===== src/rtl/sensor_adc_sequencer.sv =====
// Power/settle/strobe/capture sequencer for the radiation sensor and its ADC.
// Build option SENSOR_ADC_SEQ_AVERAGE_EN: average four conversions per measurement.
module sensor_adc_sequencer #(
    parameter int unsigned SENS_SETTLE_TICKS = 64,
    parameter int unsigned ADC_SETTLE_TICKS  = 32,
    parameter int unsigned TIMEOUT_TICKS     = 4096
) (
    input  logic        clk,
    input  logic        rst,
    input  logic        start,
    input  logic        abort,
    input  logic [2:0]  cfg,
    output logic        busy,
    output logic        done,
    output logic        error,
    output logic [15:0] result,
    output logic [2:0]  sens_config,
    output logic        sens_enable,
    output logic        sens_read,
    output logic        adc_enable,
    output logic        adc_read,
    input  logic        adc_conversion_complete,
    input  logic [15:0] adc_value
);
    localparam logic [15:0] SENS_LOAD    = 16'(SENS_SETTLE_TICKS - 1);
    localparam logic [15:0] ADC_LOAD     = 16'(ADC_SETTLE_TICKS - 1);
    localparam logic [15:0] TIMEOUT_LOAD = 16'(TIMEOUT_TICKS - 1);

    typedef enum logic [2:0] {
        IDLE,
        SENS_SETTLE,
        ADC_SETTLE,
        READ,
        WAIT_CONV,
        FINISH
    } state_t;

    state_t      state_q, state_d;
    logic [15:0] cnt_q, cnt_d;
    logic        busy_q, busy_d;
    logic        done_q, done_d;
    logic        error_q, error_d;
    logic [15:0] result_q, result_d;
    logic [2:0]  sens_config_q, sens_config_d;
    logic        sens_enable_q, sens_enable_d;
    logic        adc_enable_q, adc_enable_d;
    logic        read_q, read_d;
`ifdef SENSOR_ADC_SEQ_AVERAGE_EN
    logic [1:0]  nsamp_q, nsamp_d;
    logic [17:0] acc_q, acc_d;
    logic [17:0] acc_sum;
`endif

    always_comb begin
        state_d       = state_q;
        cnt_d         = cnt_q;
        error_d       = error_q;
        result_d      = result_q;
        sens_config_d = sens_config_q;
`ifdef SENSOR_ADC_SEQ_AVERAGE_EN
        nsamp_d = nsamp_q;
        acc_d   = acc_q;
        acc_sum = acc_q + {2'b00, adc_value};
`endif
        // Abort takes priority over everything, including a same-cycle capture.
        if (abort && state_q != IDLE) begin
            state_d = IDLE;
        end else begin
            case (state_q)
                IDLE: begin
                    if (start && !abort) begin
                        sens_config_d = cfg;
                        error_d       = 1'b0;
                        cnt_d         = SENS_LOAD;
                        state_d       = SENS_SETTLE;
`ifdef SENSOR_ADC_SEQ_AVERAGE_EN
                        nsamp_d = '0;
                        acc_d   = '0;
`endif
                    end
                end
                SENS_SETTLE: begin
                    if (cnt_q == '0) begin
                        cnt_d   = ADC_LOAD;
                        state_d = ADC_SETTLE;
                    end else begin
                        cnt_d = cnt_q - 16'd1;
                    end
                end
                ADC_SETTLE: begin
                    if (cnt_q == '0) begin
                        state_d = READ;
                    end else begin
                        cnt_d = cnt_q - 16'd1;
                    end
                end
                READ: begin
                    cnt_d   = TIMEOUT_LOAD;
                    state_d = WAIT_CONV;
                end
                WAIT_CONV: begin
                    if (adc_conversion_complete) begin
`ifdef SENSOR_ADC_SEQ_AVERAGE_EN
                        if (nsamp_q == 2'd3) begin
                            result_d = acc_sum[17:2];
                            state_d  = FINISH;
                        end else begin
                            acc_d   = acc_sum;
                            nsamp_d = nsamp_q + 2'd1;
                            state_d = READ;
                        end
`else
                        result_d = adc_value;
                        state_d  = FINISH;
`endif
                    end else if (cnt_q == '0) begin
                        error_d = 1'b1;
                        state_d = FINISH;
`ifdef SENSOR_ADC_SEQ_AVERAGE_EN
                        nsamp_d = '0;
                        acc_d   = '0;
`endif
                    end else begin
                        cnt_d = cnt_q - 16'd1;
                    end
                end
                FINISH:  state_d = IDLE;
                default: state_d = IDLE;
            endcase
        end

        // Outputs are decoded from the next state so they register alongside it.
        busy_d        = (state_d != IDLE);
        done_d        = (state_d == FINISH);
        read_d        = (state_d == READ);
        adc_enable_d  = (state_d == ADC_SETTLE) || (state_d == READ) || (state_d == WAIT_CONV);
        sens_enable_d = adc_enable_d || (state_d == SENS_SETTLE);
    end

    always_ff @(posedge clk) begin
        if (rst) begin
            state_q       <= IDLE;
            cnt_q         <= '0;
            busy_q        <= 1'b0;
            done_q        <= 1'b0;
            error_q       <= 1'b0;
            result_q      <= '0;
            sens_config_q <= '0;
            sens_enable_q <= 1'b0;
            adc_enable_q  <= 1'b0;
            read_q        <= 1'b0;
`ifdef SENSOR_ADC_SEQ_AVERAGE_EN
            nsamp_q <= '0;
            acc_q   <= '0;
`endif
        end else begin
            state_q       <= state_d;
            cnt_q         <= cnt_d;
            busy_q        <= busy_d;
            done_q        <= done_d;
            error_q       <= error_d;
            result_q      <= result_d;
            sens_config_q <= sens_config_d;
            sens_enable_q <= sens_enable_d;
            adc_enable_q  <= adc_enable_d;
            read_q        <= read_d;
`ifdef SENSOR_ADC_SEQ_AVERAGE_EN
            nsamp_q <= nsamp_d;
            acc_q   <= acc_d;
`endif
        end
    end

    assign busy        = busy_q;
    assign done        = done_q;
    assign error       = error_q;
    assign result      = result_q;
    assign sens_config = sens_config_q;
    assign sens_enable = sens_enable_q;
    assign adc_enable  = adc_enable_q;
    assign sens_read   = read_q;
    assign adc_read    = read_q;
endmodule


===== config.mk =====
export PLATFORM = sky130hd
export DESIGN_NAME = sensor_adc_sequencer
export DESIGN_NICKNAME = d
export VERILOG_FILES = /design/src/rtl/sensor_adc_sequencer.sv
export SDC_FILE = /design/constraint.sdc
export NUM_CORES = 1
export LEC_CHECK = 0
export CORE_ASPECT_RATIO = 0.6
export CORE_UTILIZATION = 50
export CTS_BUF_LIST = sky130_fd_sc_hd__clkbuf_2
export DETAILED_ROUTE_END_ITERATION = 10
export PLACE_DENSITY_LB_ADDON = 0.3
export SYNTH_ARGS = -nofsm -noshare
export SYNTH_HDL_FRONTEND = slang
export SYNTH_SLANG_ARGS = --single-unit

===== constraint.sdc =====
create_clock -name clk -period 4.7 [get_ports clk]
set_input_delay 0.94 -clock clk [delete_from_list [all_inputs] [get_ports clk]]
set_output_delay 0.94 -clock clk [all_outputs]
set_load 0.02 [all_outputs]

==> impl_metrics.json <==
{
  "cts-hold-fix-buffers": 0,
  "syn_area_per_cell_um2": 8.17,
  "track_usage": 0.253,
  "fmax_ghz": 0.363,
  "synth-async-reset-ratio": 0,
  "reg2reg_slack_ns": 2.22,
  "postPlaceCellArea_um2": 2710,
  "rr_startpoint": "state_q[2]$_SDFF_PP0_",
  "cts_max_path_buffers": 2,
  "startpoint_type": "input port",
  "antenna_found_initial": 0,
  "hold_ws_ns": 0.472,
  "post_cts_buffers": 0,
  "powerDensity_nw_per_um2": 286,
  "cts_resized": 0,
  "h-tree-depth": 2,
  "cts_tree": "built",
  "port_buffers": 49,
  "grt_pass1_wl_mm": 8.94,
  "cp_data_arrival_time_ns": 3.09,
  "whs_path_depth": 2,
  "fin_setup_tns_ns": 0,
  "clock-sinks": 44,
  "layout_common_cells": "clkdlybuf4s50_1 (49), nand2_1 (46), dfxtp_1 (44)",
  "syn-num-nets": 295,
  "drt-total-wl_mm": 5.56,
  "slew_headroom": 0.424,
  "area_delta_synth_final_pct": 25.9,
  "die_h_um": 53.5,
  "insertion_delay_ns": 0.42,
  "period_share": 0.586,
  "finalInstanceArea_um2": 2780,
  "overflow": 0,
  "drive_above_1_share": 0.0767,
  "root_buffer": "clkbuf_2",
  "synthFlopType": "dfxtp_1",
  "synthDistinctLibCells": 53,
  "antenna_cells": 0,
  "wl_met2_mm": 2.24,
  "seq_area_frac_synth": 0.399,
  "drtIter0Drc": 168,
  "synth_edf_count": 0,
  "ios": 50,
  "die_x_um": 87.8,
  "crit_required_ns": 5.03,
  "netlist_instances": 270,
  "drt-vias-per-instance": 5.87,
  "final_common_cell": "clkdlybuf4s50_1",
  "r2r-end": "cnt_q[13]$_SDFFE_PP0P_",
  "maxCapViolCount": 0,
  "finalMaxSlewViolations": 0,
  "grt_pass1_vias": 1827,
  "finalHoldViolations": 0,
  "clkSlewWorstSetupHoldPaths_ns": 0.22,
  "firstDrtPassIters": 6,
  "initial_core_util": 0.530,
  "wl_met3_um": 483,
  "die_area_um2": 4690,
  "fp.coreArea_um2": 4170,
  "path_class": "input port to flop",
  "ys_ff_latch": 44,
  "hold_path_class": "flop to flop",
  "drc": 0,
  "holdPathEnd": "result[10]$_SDFFE_PP0P_",
  "cts_buffers": 5,
  "outcome": "finished clean",
  "highest_layer": "met4",
  "hpwl_mm": 3.99,
  "dr_total_vias": 2188,
  "syn_area_um2": 2210,
  "antenna_left": 0,
  "rows": 18,
  "worst-r2r-cell-count": 5,
  "min-delay-start": "result[10]$_SDFFE_PP0P_",
  "tightest_slew_ns": 0.857,
  "endpoint_kind": "flop",
  "peakVddDrop_v": 0.000153,
  "place.gp.congestion": 0.967,
  "grt_max_degree": 23,
  "min_period_ns": 2.75,
  "yosysWarnings": 0,
  "fin_nets": 337,
  "wl_per_cell_um": 14.9,
  "wl_met1_mm": 2.80,
  "fin_skew_ns": 0.0218,
  "finalSetupViolCount": 0,
  "p_leak_nw": 0.971,
  "rsz0062_at_grt": "no",
  "cp_max_fo": 12
}
cell usage after synthesis, drive strengths merged (4+ instances only):
master | n | area (um^2)
nor3 | 6 | 30.0
buf | 9 | 52.6
o21ai | 8 | 43.8
mux2i | 4 | 40.0
a21oi | 33 | 169
or3 | 6 | 37.5
inv | 5 | 18.8
or2 | 5 | 31.3
nor2 | 24 | 90.1
nand3 | 9 | 45.0
clkbuf | 8 | 30.0
nor4 | 5 | 52.6
nor3b | 5 | 37.5
nand2 | 46 | 173
a31oi | 7 | 43.8
a211oi | 5 | 37.5
dfxtp | 44 | 881
stage by stage:
stage                     total power, mW  std cells  worst slack (ns)   util
after floorplan                     0.524        270              2.45      -
after global placement              0.579        365              1.60  0.651
after detailed placement            0.578        365              1.54  0.651
after CTS                           0.791        373              1.99  0.667
after global routing                0.824        373              1.83  0.667
final                               0.793        373              1.95  0.667
cell families (layout without fill, tap and decap cells):
group           after synthesis  count (layout)  share of synthesized area
fa+ha+maj                     1               1                    0.00567
mux                           4               4                     0.0181
xor+xnor                      1               1                    0.00397
compound gates               81              81                      0.265
flops                        44              44                      0.399
simple gates                116             116                      0.260
buf+inv                      23              66                     0.0476
critical path, stage by stage:
cell	delay, ns
clkdlybuf4s50_1	0.64
or2_2	0.46
o32a_1	0.26
a21oi_2	0.46
a21oi_1	0.14
nor3_1	0.19
report_power, final:
group          total (mW)  leakage (nW)  switching (mW)  internal [mW]
registers           0.401         0.357          0.0150          0.386
clock network       0.217        0.0430           0.125         0.0915
logic               0.176         0.572           0.105         0.0713
total               0.793         0.971           0.245          0.549
final cells by class:
type	count	area, um^2
Clock inverter	2	35.0
Fill cell	359	1390
Timing Repair Buffer	52	513
Sequential cell	44	881
Multi-Input combinational cell	203	1220
Clock buffer	6	30.0
Inverter	6	22.5
Tap cell	60	75.1
state kept, by name (all words and copies together) (netlist names):
signal and flops:
adc_enable 1, adc_read 1, busy 1, cnt_q 16
done 1, error 1, result 16, sens_config 3
sens_enable 1, state_q 3
worst max path at each step:
stage	startpoint	cells after the start	end
4_1_cts	abort	6	cnt_q[13]$_SDFFE_PP0P_
3_3_place_gp	abort	6	cnt_q[7]$_SDFFE_PP0P_
5_1_grt	abort	6	cnt_q[15]$_SDFFE_PP0P_
2_1_floorplan	abort	5	sens_enable$_SDFF_PP0_
3_5_place_dp	abort	6	cnt_q[13]$_SDFFE_PP0P_
6_report	abort	6	cnt_q[13]$_SDFFE_PP0P_
metal layers:
layer  global-route usage  up-vias
li1                     -     1070
met1                0.404     1030
met2                0.324       81
met3               0.0608        7
met4               0.0546        0
met5                    0        -
Power figures use the tool's default switching activity.
